--- src/rtl/aes_round_ctrl.sv ---
// AES round sequencer: tracks round-key expansion, streams the round keys out of
// the key SRAM one address per cycle, and qualifies the round datapath for each
// accepted block through a valid/ready front end and a held result handshake.
module aes_round_ctrl #(
  parameter int unsigned NR = 10,  // number of rounds; NR+1 round keys
  parameter int unsigned AW = 4    // key address width; needs 2**AW >= NR+1
) (
  input  logic          clk,
  input  logic          reset,        // asynchronous, active-low
  input  logic          key_load,
  output logic          kexp_en,
  input  logic          kexp_we,
  output logic          key_ready,
  input  logic          blk_valid,
  output logic          blk_ready,
  output logic [AW-1:0] ks_addr,
  output logic          ks_re,
  output logic          round_en,
  output logic [AW-1:0] round_idx,
  output logic          first_round,
  output logic          last_round,
  output logic          done_valid,
  input  logic          done_ready,
  output logic          busy
);

  localparam logic [2:0] S_IDLE  = 3'd0;
  localparam logic [2:0] S_KEXP  = 3'd1;
  localparam logic [2:0] S_READY = 3'd2;
  localparam logic [2:0] S_RUN   = 3'd3;
  localparam logic [2:0] S_DONE  = 3'd4;

  localparam logic [AW-1:0] LP_LAST_IDX = AW'(NR);
  // One extra bit so the key counter can hold NR+1 even when 2**AW == NR+1.
  localparam logic [AW:0]   LP_LAST_KEY = (AW+1)'(NR);

  logic [2:0]    r_state;
  logic [AW:0]   r_kcnt;
  logic          r_kexp_en;
  logic          r_ks_re;
  logic [AW-1:0] r_ks_addr;
  logic          r_round_en;
  logic [AW-1:0] r_round_idx;

  logic w_start_kexp;
  logic w_accept;
  logic w_last_round;

  assign w_start_kexp = key_load && ((r_state == S_IDLE) || (r_state == S_READY));
  // key_load wins over blk_valid in READY, so a block is never started on a key
  // that is about to be replaced.
  assign w_accept     = (r_state == S_READY) && blk_valid && !key_load;
  assign w_last_round = r_round_en && (r_round_idx == LP_LAST_IDX);

  // Control state machine
  always_ff @(posedge clk or negedge reset) begin
    if (!reset) begin
      r_state <= S_IDLE;
    end else begin
      case (r_state)
        S_IDLE:  if (key_load) r_state <= S_KEXP;
        S_KEXP:  if (kexp_we && (r_kcnt == LP_LAST_KEY)) r_state <= S_READY;
        S_READY: begin
          if (key_load)       r_state <= S_KEXP;
          else if (blk_valid) r_state <= S_RUN;
        end
        S_RUN:   if (w_last_round) r_state <= S_DONE;
        S_DONE:  if (done_ready) r_state <= S_READY;
        default: r_state <= S_IDLE;
      endcase
    end
  end

  // Key-expansion start pulse and stored-key counter
  always_ff @(posedge clk or negedge reset) begin
    if (!reset) begin
      r_kexp_en <= 1'b0;
      r_kcnt    <= '0;
    end else begin
      r_kexp_en <= w_start_kexp;
      if (w_start_kexp) begin
        r_kcnt <= '0;
      end else if ((r_state == S_KEXP) && kexp_we) begin
        r_kcnt <= r_kcnt + 1'b1;
      end
    end
  end

  // Round-key read address sequencer: 0..NR, one per cycle, then parks at 0
  always_ff @(posedge clk or negedge reset) begin
    if (!reset) begin
      r_ks_re   <= 1'b0;
      r_ks_addr <= '0;
    end else if (w_accept) begin
      r_ks_re   <= 1'b1;
      r_ks_addr <= '0;
    end else if (r_ks_re) begin
      if (r_ks_addr == LP_LAST_IDX) begin
        r_ks_re   <= 1'b0;
        r_ks_addr <= '0;
      end else begin
        r_ks_addr <= r_ks_addr + 1'b1;
      end
    end
  end

  // Round enable/index follow the SRAM read by its one-cycle latency
  always_ff @(posedge clk or negedge reset) begin
    if (!reset) begin
      r_round_en  <= 1'b0;
      r_round_idx <= '0;
    end else begin
      r_round_en  <= r_ks_re;
      r_round_idx <= r_ks_re ? r_ks_addr : '0;
    end
  end

  assign kexp_en     = r_kexp_en;
  assign ks_re       = r_ks_re;
  assign ks_addr     = r_ks_addr;
  assign round_en    = r_round_en;
  assign round_idx   = r_round_idx;
  assign first_round = r_round_en && (r_round_idx == '0);
  assign last_round  = w_last_round;
  assign blk_ready   = (r_state == S_READY);
  assign done_valid  = (r_state == S_DONE);
  assign key_ready   = (r_state == S_READY) || (r_state == S_RUN) || (r_state == S_DONE);
  assign busy        = (r_state == S_KEXP) || (r_state == S_RUN) || (r_state == S_DONE);

endmodule

--- config.mk ---
export PLATFORM = sky130hd
export DESIGN_NAME = aes_round_ctrl
export DESIGN_NICKNAME = d
export VERILOG_FILES = /design/src/rtl/aes_round_ctrl.sv
export SDC_FILE = /design/constraint.sdc
export NUM_CORES = 1
export LEC_CHECK = 0
export ABC_AREA = 1
export CORE_AREA = 2 2 48 50
export DETAILED_ROUTE_END_ITERATION = 16
export DIE_AREA = 0 0 50 52
export PLACE_DENSITY_LB_ADDON = 0.1
export REMOVE_ABC_BUFFERS = 1
export SLEW_MARGIN = 20
export SYNTH_ARGS = -nofsm -noshare
export SYNTH_HDL_FRONTEND = slang
export SYNTH_SLANG_ARGS = --single-unit
--- constraint.sdc ---
create_clock -name clk -period 3.3 [get_ports clk]
set_clock_uncertainty 0.15 [all_clocks]
set_input_delay 0.495 -clock clk [delete_from_list [all_inputs] [get_ports clk]]
set_output_delay 0.495 -clock clk [all_outputs]
set_load 0.005 [all_outputs]
Word-level counts from Yosys, hierarchy flattened
Index checks and enable logic that the tools add are counted.
W data, S select, Z words.
- reduce and logical (&&, ||, !) cells: 18
- shift-type cells: 0
- bitwise logic cells: 0
- multipliers: 0
- divide/modulo/power cells: 0
- add/subtract/negate cells: 2
- equality and inequality tests: 12
- order comparisons: 0
- muxes and demuxes: 16
- operator list (cell ; number):
    $mux W3 ; 6
    $mux W4 ; 4
    $pmux W3 S5 ; 1
    $mux W5 ; 2
    $eq A4 B4 Y1 const B ; 2
    $logic_and A1 B1 Y1 ; 7
    $eq A3 B2 Y1 const B ; 2
    $ne A2 B2 Y1 const B ; 3
    $add A5 B1 Y5 const B ; 1
    $eq A5 B4 Y1 const B ; 1
    $logic_or A1 B1 Y1 ; 5
    $reduce_and A5 Y1 ; 1
    $add A4 B1 Y4 const B ; 1
    $logic_not A4 Y1 ; 1
    $reduce_bool A2 Y1 ; 2
    $eq A3 B1 Y1 const B ; 1
    $eq A3 B3 Y1 const B ; 1
    $logic_not A3 Y1 ; 1
    $mux W1 ; 3
    $ne A3 B3 Y1 const B ; 1
    $ne A2 B1 Y1 const B ; 1
    $logic_not A1 Y1 ; 1
- input port bits: 6
- latch bits: 0
- memories: 0
- ROM bits: 0
- register bits after elaboration: 19
- memory bits (writable): 0
- logic and storage cells: 55
- output and inout bits: 17

Logic depth before layout (Yosys ltp)
Gate-level depths: netlist of the first run.
- word-level depth: 4
- depth in mapped cells: 10
- gate-level depth less buffers: 10

Worst setup path before layout of the first run
Ideal clock, no wire load.
- kind: register to output
- from: register r_state[1]
- to: output port key_ready
- path slack: 1.778 ns
- cell stages (with the launch flop): 6
- path buffers: 0
- data arrival time: 0.877 ns
- cell sequence: dfrtp_1 > nor2_1 > inv_1 > nor2_1 > inv_1 > o21ai_0
- elaborated cells between the ends (all ways): 5
- classes of those cells: eq/ne: 3; reduce/logical: 2
- RTL lines (element ; line ; RTL):
    start, declared ; 37 ; logic [2:0] r_state;
    start signal, assigned ; 58 ; r_state <= S_IDLE;
    start signal, assigned ; 61 ; S_IDLE: if (key_load) r_state <= S_KEXP;
    start signal, assigned ; 62 ; S_KEXP: if (kexp_we && (r_kcnt == LP_LAST_KEY)) r_state <= S_READY;
    $eq A3 B3 Y1 ; - ;
    via done_valid ; 22 ; output logic done_valid,
    $logic_or A1 B1 Y1 ; 127 ; assign key_ready = (r_state == S_READY) || (r_state == S_RUN) || (r_state == S_DONE);
    end, declared ; 13 ; output logic key_ready,
The timed path passes the listed nets, and every way through them passes these cells.

Final worst setup path of the first run
- from: register r_state[1]
- to: output port key_ready
- cells in the longest elaborated chain, start to end: 3
- elaborated cells between the ends (all ways): 5
- classes of those cells: eq/ne: 3; reduce/logical: 2
- RTL lines (element ; line):
    $eq A3 B2 Y1 ; 127
    $logic_or A1 B1 Y1 ; 127
    $logic_or A1 B1 Y1 (*) ; 127
Mark *: on every way between the ends. The rest lies on a longest branch, timed or not.

==> results of run 1 <==
## worst paths after layout
kind                       slack [ns]                      to  cells after the start
max reg2reg                      1.80  ks_addr[2]$_DFFE_PN0P_                      8
min reg2reg                      0.39      round_en$_DFF_PN0_                      0
min                              0.39      round_en$_DFF_PN0_                      0
min in group asynchronous        0.52  ks_addr[2]$_DFFE_PN0P_                      1
max                              0.89               key_ready                      6
max in group asynchronous        1.96  ks_addr[1]$_DFFE_PN0P_                      1
## cell families (layout without fill, tap and decap cells)
| group | after synthesis | count (layout) |
|---|---|---|
| AND/OR/NAND/NOR | 66 | 66 |
| adder cells (fa/ha/maj) | 4 | 4 |
| AO/OA/AOI/OAI | 12 | 12 |
| buffers and inverters | 26 | 52 |
| flip-flops | 19 | 19 |
| XOR/XNOR | 3 | 3 |
## per-layer routing
layer	vias up	part of all wire (%)	GRT usage, %
met5	-	0	0
met4	0	2.2	9.72
met3	5	3.1	2.59
met2	18	47	26.3
met1	388	47	21.2
li1	457	-	-
## per-stage QoR
step | area (µm²) | setup WS [ns] | utilization (%) | std cells
3_5_place_dp | 1270 | 1.22 | 60.2 | 180
2_1_floorplan | 1010 | 1.78 | - | 130
4_1_cts | 1290 | 0.872 | 61.4 | 184
6_report | 1290 | 0.893 | 61.4 | 184
3_3_place_gp | 1270 | 1.31 | 60.2 | 180
5_1_grt | 1290 | 0.696 | 61.4 | 184
## final cells by class
class                           instances  area share [%]
Sequential cell                        19            36.8
Tap cell                               28            2.71
Clock buffer                            4            2.03
Inverter                               26            7.54
Multi-Input combinational cell         85            33.9
Timing Repair Buffer                   22            17.0
## registers in the layout, summed over array words and instances, names as in the netlist
register / cells
kexp_en: 1
r_state: 3
round_idx: 4
round_en: 1
r_kcnt: 5
ks_addr: 4
ks_re: 1
## report_power, final
part / switching [W] / leakage (nW) / total (W) / internal, W
Combinational: 0.000253 / 0.427 / 0.000524 / 0.000271
Clock: 0.0000703 / 0.0150 / 0.000117 / 0.0000471
Sequential: 0.000101 / 0.243 / 0.000423 / 0.000322
## synthesized netlist by cell type (all sizes together)
cell type | count | share of area [%]
a21oi | 1 | 0.49
and2 | 1 | 0.62
and3 | 1 | 0.62
dfrtp | 19 | 47
ha | 4 | 4.9
inv | 26 | 9.6
nand2 | 33 | 13
nand3 | 10 | 5.4
nand4 | 2 | 1.2
nor2 | 16 | 6.9
nor3 | 3 | 1.5
o21ai | 9 | 4.8
o21bai | 1 | 0.74
o31ai | 1 | 0.74
xnor2 | 1 | 0.87
xor2 | 2 | 1.7
## placed cells by master, fill, tap and decap left out, types with 2 or more instances in the layout
master            n
clkbuf_4          3
clkdlybuf4s50_1  22
dfrtp_1          19
ha_1              4
inv_1            25
nand2_1          31
nand2_2           2
nand3_1           9
nand4_1           2
nor2_1           14
nor3_1            3
o21ai_0           7
xor2_1            2
==> key figures, run 1 <==
Run status
  – Status: finished, final reports clean

Clock network
  – TritonCTS clock tree: built
  – Total setup buffers inserted after CTS: 0
  – Post-CTS resize count: 0
  – Num CTS Buffers: 3
  – Worst skew pair latency: approximately 0.30 ns
  – # clock sinks: 19
  – Clk slew on worst S/H paths: roughly 0.10 ns
  – Clock Path Buffers: 2
  – CTS H-Tree Depth: 1
  – Clk root buf: clkbuf_4
  – Hold-fix buffers at CTS: 0

Global routing
  – Initial antenna violation count: 0
  – First-pass GRT wire length: 3150 µm
  – Overflow after GRT: 0
  – Largest net degree at the start of global routing: 20
  – Global Route Usage Sum: around 16%
  – Vias in the first global route: ~740

Final layout
  – NumNets Final: approximately 170
  – FF+latch area: about 480 µm²
  – Area delta synth->final: 27.8%
  – Fraction of layout cells with a size suffix above 1: under 10%
  – # fillers: approximately 180
  – Multi-input gate area: ~440 µm²
  – # diodes: 0

Die
  – Initial Util: between 40% and 50%
  – Die area: between 0.002 and 0.003 mm²
  – Placeable Area: 0.00211 mm²
  – Die width: 50 µm
  – # IOs: 23
  – FP Rows: 17
  – Die H: around 52 µm

STA
  – Max-slew violation count: 0
  – Number of failing hold endpoints at the final stage: 0
  – Final setup vio count: 0
  – Final Cycle Share: between 70 and 80%
  – Final hold slack: 0.388 ns
  – Worst Tran Pin Value: 0.843 ns
  – Worst rel slew slack: between 40% and 50%
  – F_max: 415 MHz
  – RSZ-0062 raised after global routing: no
  – Setup TNS: 0 ns
  – Tmin final: approximately 2.4 ns

Routing
  – Post-Route WL: 1880 µm
  – Total number of vias: between 800 and 900
  – DRC viols: 0
  – DR vias/cell: approximately 4.7
  – DR iter-0 viols: 12
  – DRT Pass-1 Iters: 4
  – ANT nets after route: 0
  – Per-cell routed wire length: 10.2 µm

Hold path
  – Hold Crit Start: ks_re$_DFF_PN0_
  – Hold Path Class: reg -> reg

Synthesis
  – Post-synthesis mux area share: 0%
  – Adder-Cell Fraction of Synth Area: between 4 and 5%
  – #FFs+latches synth: 19
  – Cell variety after synth: 23
  – Largest family of logic cells by synthesized area: simple AND/OR/NAND/NOR gates
  – Synthesized area per cell: 7.79 µm²
  – Ys Warns: 0
  – Compound-Gate Fraction of Synth Area: 6.80%
  – Mapped Cells: 130
  – Sequential share of the synthesized area: 47.0%
  – Xor and xnor area share after synthesis: 2.60%
  – Synth Area in Simple Gates: between 20% and 30%
  – Post-Syn Area: about 0.0010 mm²

Power and ir drop
  – Leakage: slightly below 0.7 nW
  – PwrDens: roughly 820 mW/mm²
  – Total Power: around 0.0011 W
  – Maximum vdd drop: approximately 0.48 mV

Placed design
  – Gpl congestion: about 0.8
  – HPWL Detailed: approximately 1500 µm
  – Port Buffers: 22

Setup path
  – Worst Setup SP: r_state[1]$_DFFE_PN0P_
  – Setup CP Type: reg -> out
  – Crit path DAT: between 1.5 and 2 ns
  – Crit-path max FO: 5
  – Bufs and invs on worst path: 3
  – CP endpoint kind: output pin
  – CP delay by family, top: buffers and inverters
  – CP peak stage delay: about 0.52 ns
  – Critical Path, Cell by Cell: nor2_1 > inv_1 > nor2_1 > inv_1 > o21ai_0 > clkdlybuf4s50_1
  – Critical Path RT: about 2.7 ns
  – Worst setup SP type: flop
  – Worst r2r src: ks_addr[0]$_DFFE_PN0P_
  – Slowest-stage cell, CP: clkdlybuf4s50_1

Job
  – Max cap viols: 0
Power figures use the tool's default switching activity.
==> inputs of run 2 (changes only) <==
- CORE_AREA: 2 2 48 50 -> 2 2 51 53
- DIE_AREA: 0 0 50 52 -> 0 0 53 55
- clock period: 3.3 -> 2.2 ns (I/O delays scaled with it)
==> key figures, run 2 (synthesized netlist as in run 1, its figures left out) <==
STA
  – RSZ-0062 raised after global routing: no
  – F_max: 480 MHz
  – Setup TNS: 0 ns (unchanged)
  – Worst rel slew slack: 82.3% (+39 points)
  – Final setup vio count: 0 (unchanged)
  – Worst Tran Pin Value: 0.264 ns (-0.579 ns)
  – Final Cycle Share: between 90% and 100%
  – Number of failing hold endpoints at the final stage: 0 (unchanged)
  – Tmin final: 2.08 ns
  – Final hold slack: 0.193 ns (-0.195 ns)
  – Worst setup margin: 0.118 ns (-0.774 ns)
  – Max-slew violation count: 0 (unchanged)

Routing
  – DRT Pass-1 Iters: 4 (unchanged)
  – DR vias/cell: 4.65 (-1.4%)
  – ANT nets after route: 0 (unchanged)
  – Total number of vias: 879 (+1.3%)
  – Per-cell routed wire length: 11.0 µm (+7.7%)
  – DR iter-0 viols: 3 (-9)
  – DRC viols: 0 (unchanged)
  – Post-Route WL: 2090 µm (+11%)

Global routing
  – Global Route Usage Sum: 17.4% (+0.91 points)
  – Overflow after GRT: 0 (unchanged)
  – First-pass GRT wire length: 3640 µm (+16%)
  – Initial antenna violation count: 0 (unchanged)
  – Largest net degree at the start of global routing: 20 (unchanged)
  – Vias in the first global route: 876 (+18%)

Clock network
  – Clock Path Buffers: 2 (unchanged)
  – Clk slew on worst S/H paths: 0.12 ns (+0.02 ns)
  – # clock sinks: 19 (unchanged)
  – Clk root buf: clkbuf_4
  – Num CTS Buffers: 3 (unchanged)
  – CTS H-Tree Depth: 1 (unchanged)
  – Hold-fix buffers at CTS: 0 (unchanged)
  – Worst skew pair latency: 0.30 ns (about the same)
  – TritonCTS clock tree: built

Final layout
  – Area delta synth->final: 31.1%
  – Biggest register: r_kcnt
  – Most common cell after layout, fill and taps aside: nand2_1
  – Fin util: 56.1% (-5.3 points)
  – NumNets Final: 170 (+1.8%)
  – Fraction of layout cells with a size suffix above 1: 10.1% (+3.7 points)
  – # diodes: 0 (unchanged)
  – Max reg flops: 5 (unchanged)
  – Most frequent cells in the layout: 31 x nand2_1, 25 x inv_1, 21 x clkdlybuf4s50_1

Power and ir drop
  – Maximum vdd drop: 0.783 mV (+64%)
  – NetSw: 0.000667 W (+57%)
  – Pint: 0.000980 W (+53%)
  – Leakage: 0.713 nW (+4.1%)
  – Sw Share: 40.5% (+0.64 points)
  – Flop pwr share: 38.3% (-1.4 points)
  – PwrDens: 1240 mW/mm² (+51%)
  – Combinational power share: 50.6% (+1.4 points)
  – Total Power: 0.00165 W (+55%)
  – Clock Power Share: 11.1% (about the same)

Setup path
  – R2R cell count: 8 (unchanged)
  – CP peak stage delay: 0.49 ns (-0.03 ns)
  – Setup CP Type: reg -> out
  – CP endpoint kind: output pin
  – Slowest-stage cell, CP: clkdlybuf4s50_1
  – Critical Path, Cell by Cell: nor2_2 > inv_1 > nor2_2 > inv_1 > nand2_1 > clkdlybuf4s50_1
  – CP delay by family, top: buffers and inverters
  – Stages on worst setup path: 6 (unchanged)
  – Worst setup SP type: flop
  – Crit path DAT: 1.60 ns (-0.16 ns)
  – Crit-path max FO: 3 (-2)
  – Bufs and invs on worst path: 3 (unchanged)
  – Critical Path RT: 1.72 ns (-0.93 ns)

Run status
  – Status: finished, final reports clean

Die
  – Die width: 53 µm (+6.0%)
  – # IOs: 23 (unchanged)
  – Placeable Area: 0.00236 mm² (+12%)
  – Die area: 0.00292 mm² (+12%)
  – Initial Util: 42.8% (-5.3 points)
  – Die H: 55 µm (+5.8%)
  – FP Rows: 18 (+1)

Placed design
  – Pre-CTS WS: 0.313 ns (-0.908 ns)
  – Port Buffers: 22 (unchanged)
  – HPWL Detailed: 1570 µm (+7.7%)
  – Gpl congestion: 0.812 (+0.11%)

Hold path
  – Hold Path Class: in -> async

Job
  – Max cap viols: 0 (unchanged)
==> run 2: cell count changes in the layout (fill, tap and decap cells not counted), sizes merged <==
cell / before / now
clkinv: 0 / 1
buf: 0 / 3
clkbuf: 4 / 3
dlymetal6s2s: 0 / 1
clkdlybuf4s50: 22 / 21
==> run 2: metal layers <==
| layer | wire length (µm) | GRT usage [%] | vias to the layer above |
|---|---|---|---|
| met3 | 94 | 3.23 | 2 |
| met5 | 0 | 0 | - |
| met1 | 966 | 21.5 | 404 |
| met4 | 15 | 7.69 | 0 |
| met2 | 1010 | 29.8 | 16 |
| li1 | - | - | 457 |
==> run 2: path summary, 6_finish.rpt <==
kind	from	to	slack, ns
worst max-delay path	r_state[1]$_DFFE_PN0P_	busy	0.12
worst min-delay path	reset	r_kcnt[0]$_DFFE_PN0P_	0.19
worst max register to register	ks_addr[0]$_DFFE_PN0P_	ks_addr[1]$_DFFE_PN0P_	0.73
worst min register to register	ks_re$_DFF_PN0_	round_en$_DFF_PN0_	0.38
max in group asynchronous	reset	round_idx[2]$_DFF_PN0_	1.50
min in group clk	ks_re$_DFF_PN0_	round_en$_DFF_PN0_	0.38
==> run 2: power groups by stage <==
stage | Sequential (W) | Clock (W) | Combinational [W]
global route | 0.000658 | 0.000206 | 0.000953
detailed placement | 0.000646 | 0 | 0.000803
finish | 0.000631 | 0.000182 | 0.000833
global placement | 0.000641 | 0 | 0.000790
CTS | 0.000630 | 0.000191 | 0.000846
floorplan | 0.000622 | 0 | 0.000443
==> run 2: final cells by class <==
| cell class | count | area, µm² |
|---|---|---|
| fill | 229 | 1040 |
| tap | 30 | 37.5 |
| sequential | 19 | 475 |
| inverter | 26 | 97.6 |
| clock buffer | 3 | 22.5 |
| multi-input combinational | 85 | 444 |
| clock inverter | 1 | 5.00 |
| timing repair buffer | 25 | 245 |
==> run 2: through the flow <==
step | instance area [µm²] | instances
after floorplan | 1010 | 130
after detailed placement | 1280 | 183
after CTS | 1320 | 189
final | 1330 | 189
after global placement | 1280 | 183
after global routing | 1330 | 189
==> run 2: what timing repair did <==
action,in CTS,in global routing
gates resized for setup,0,3
setup endpoints to repair,1,2
buffers inserted,2,0
cloned,0,0
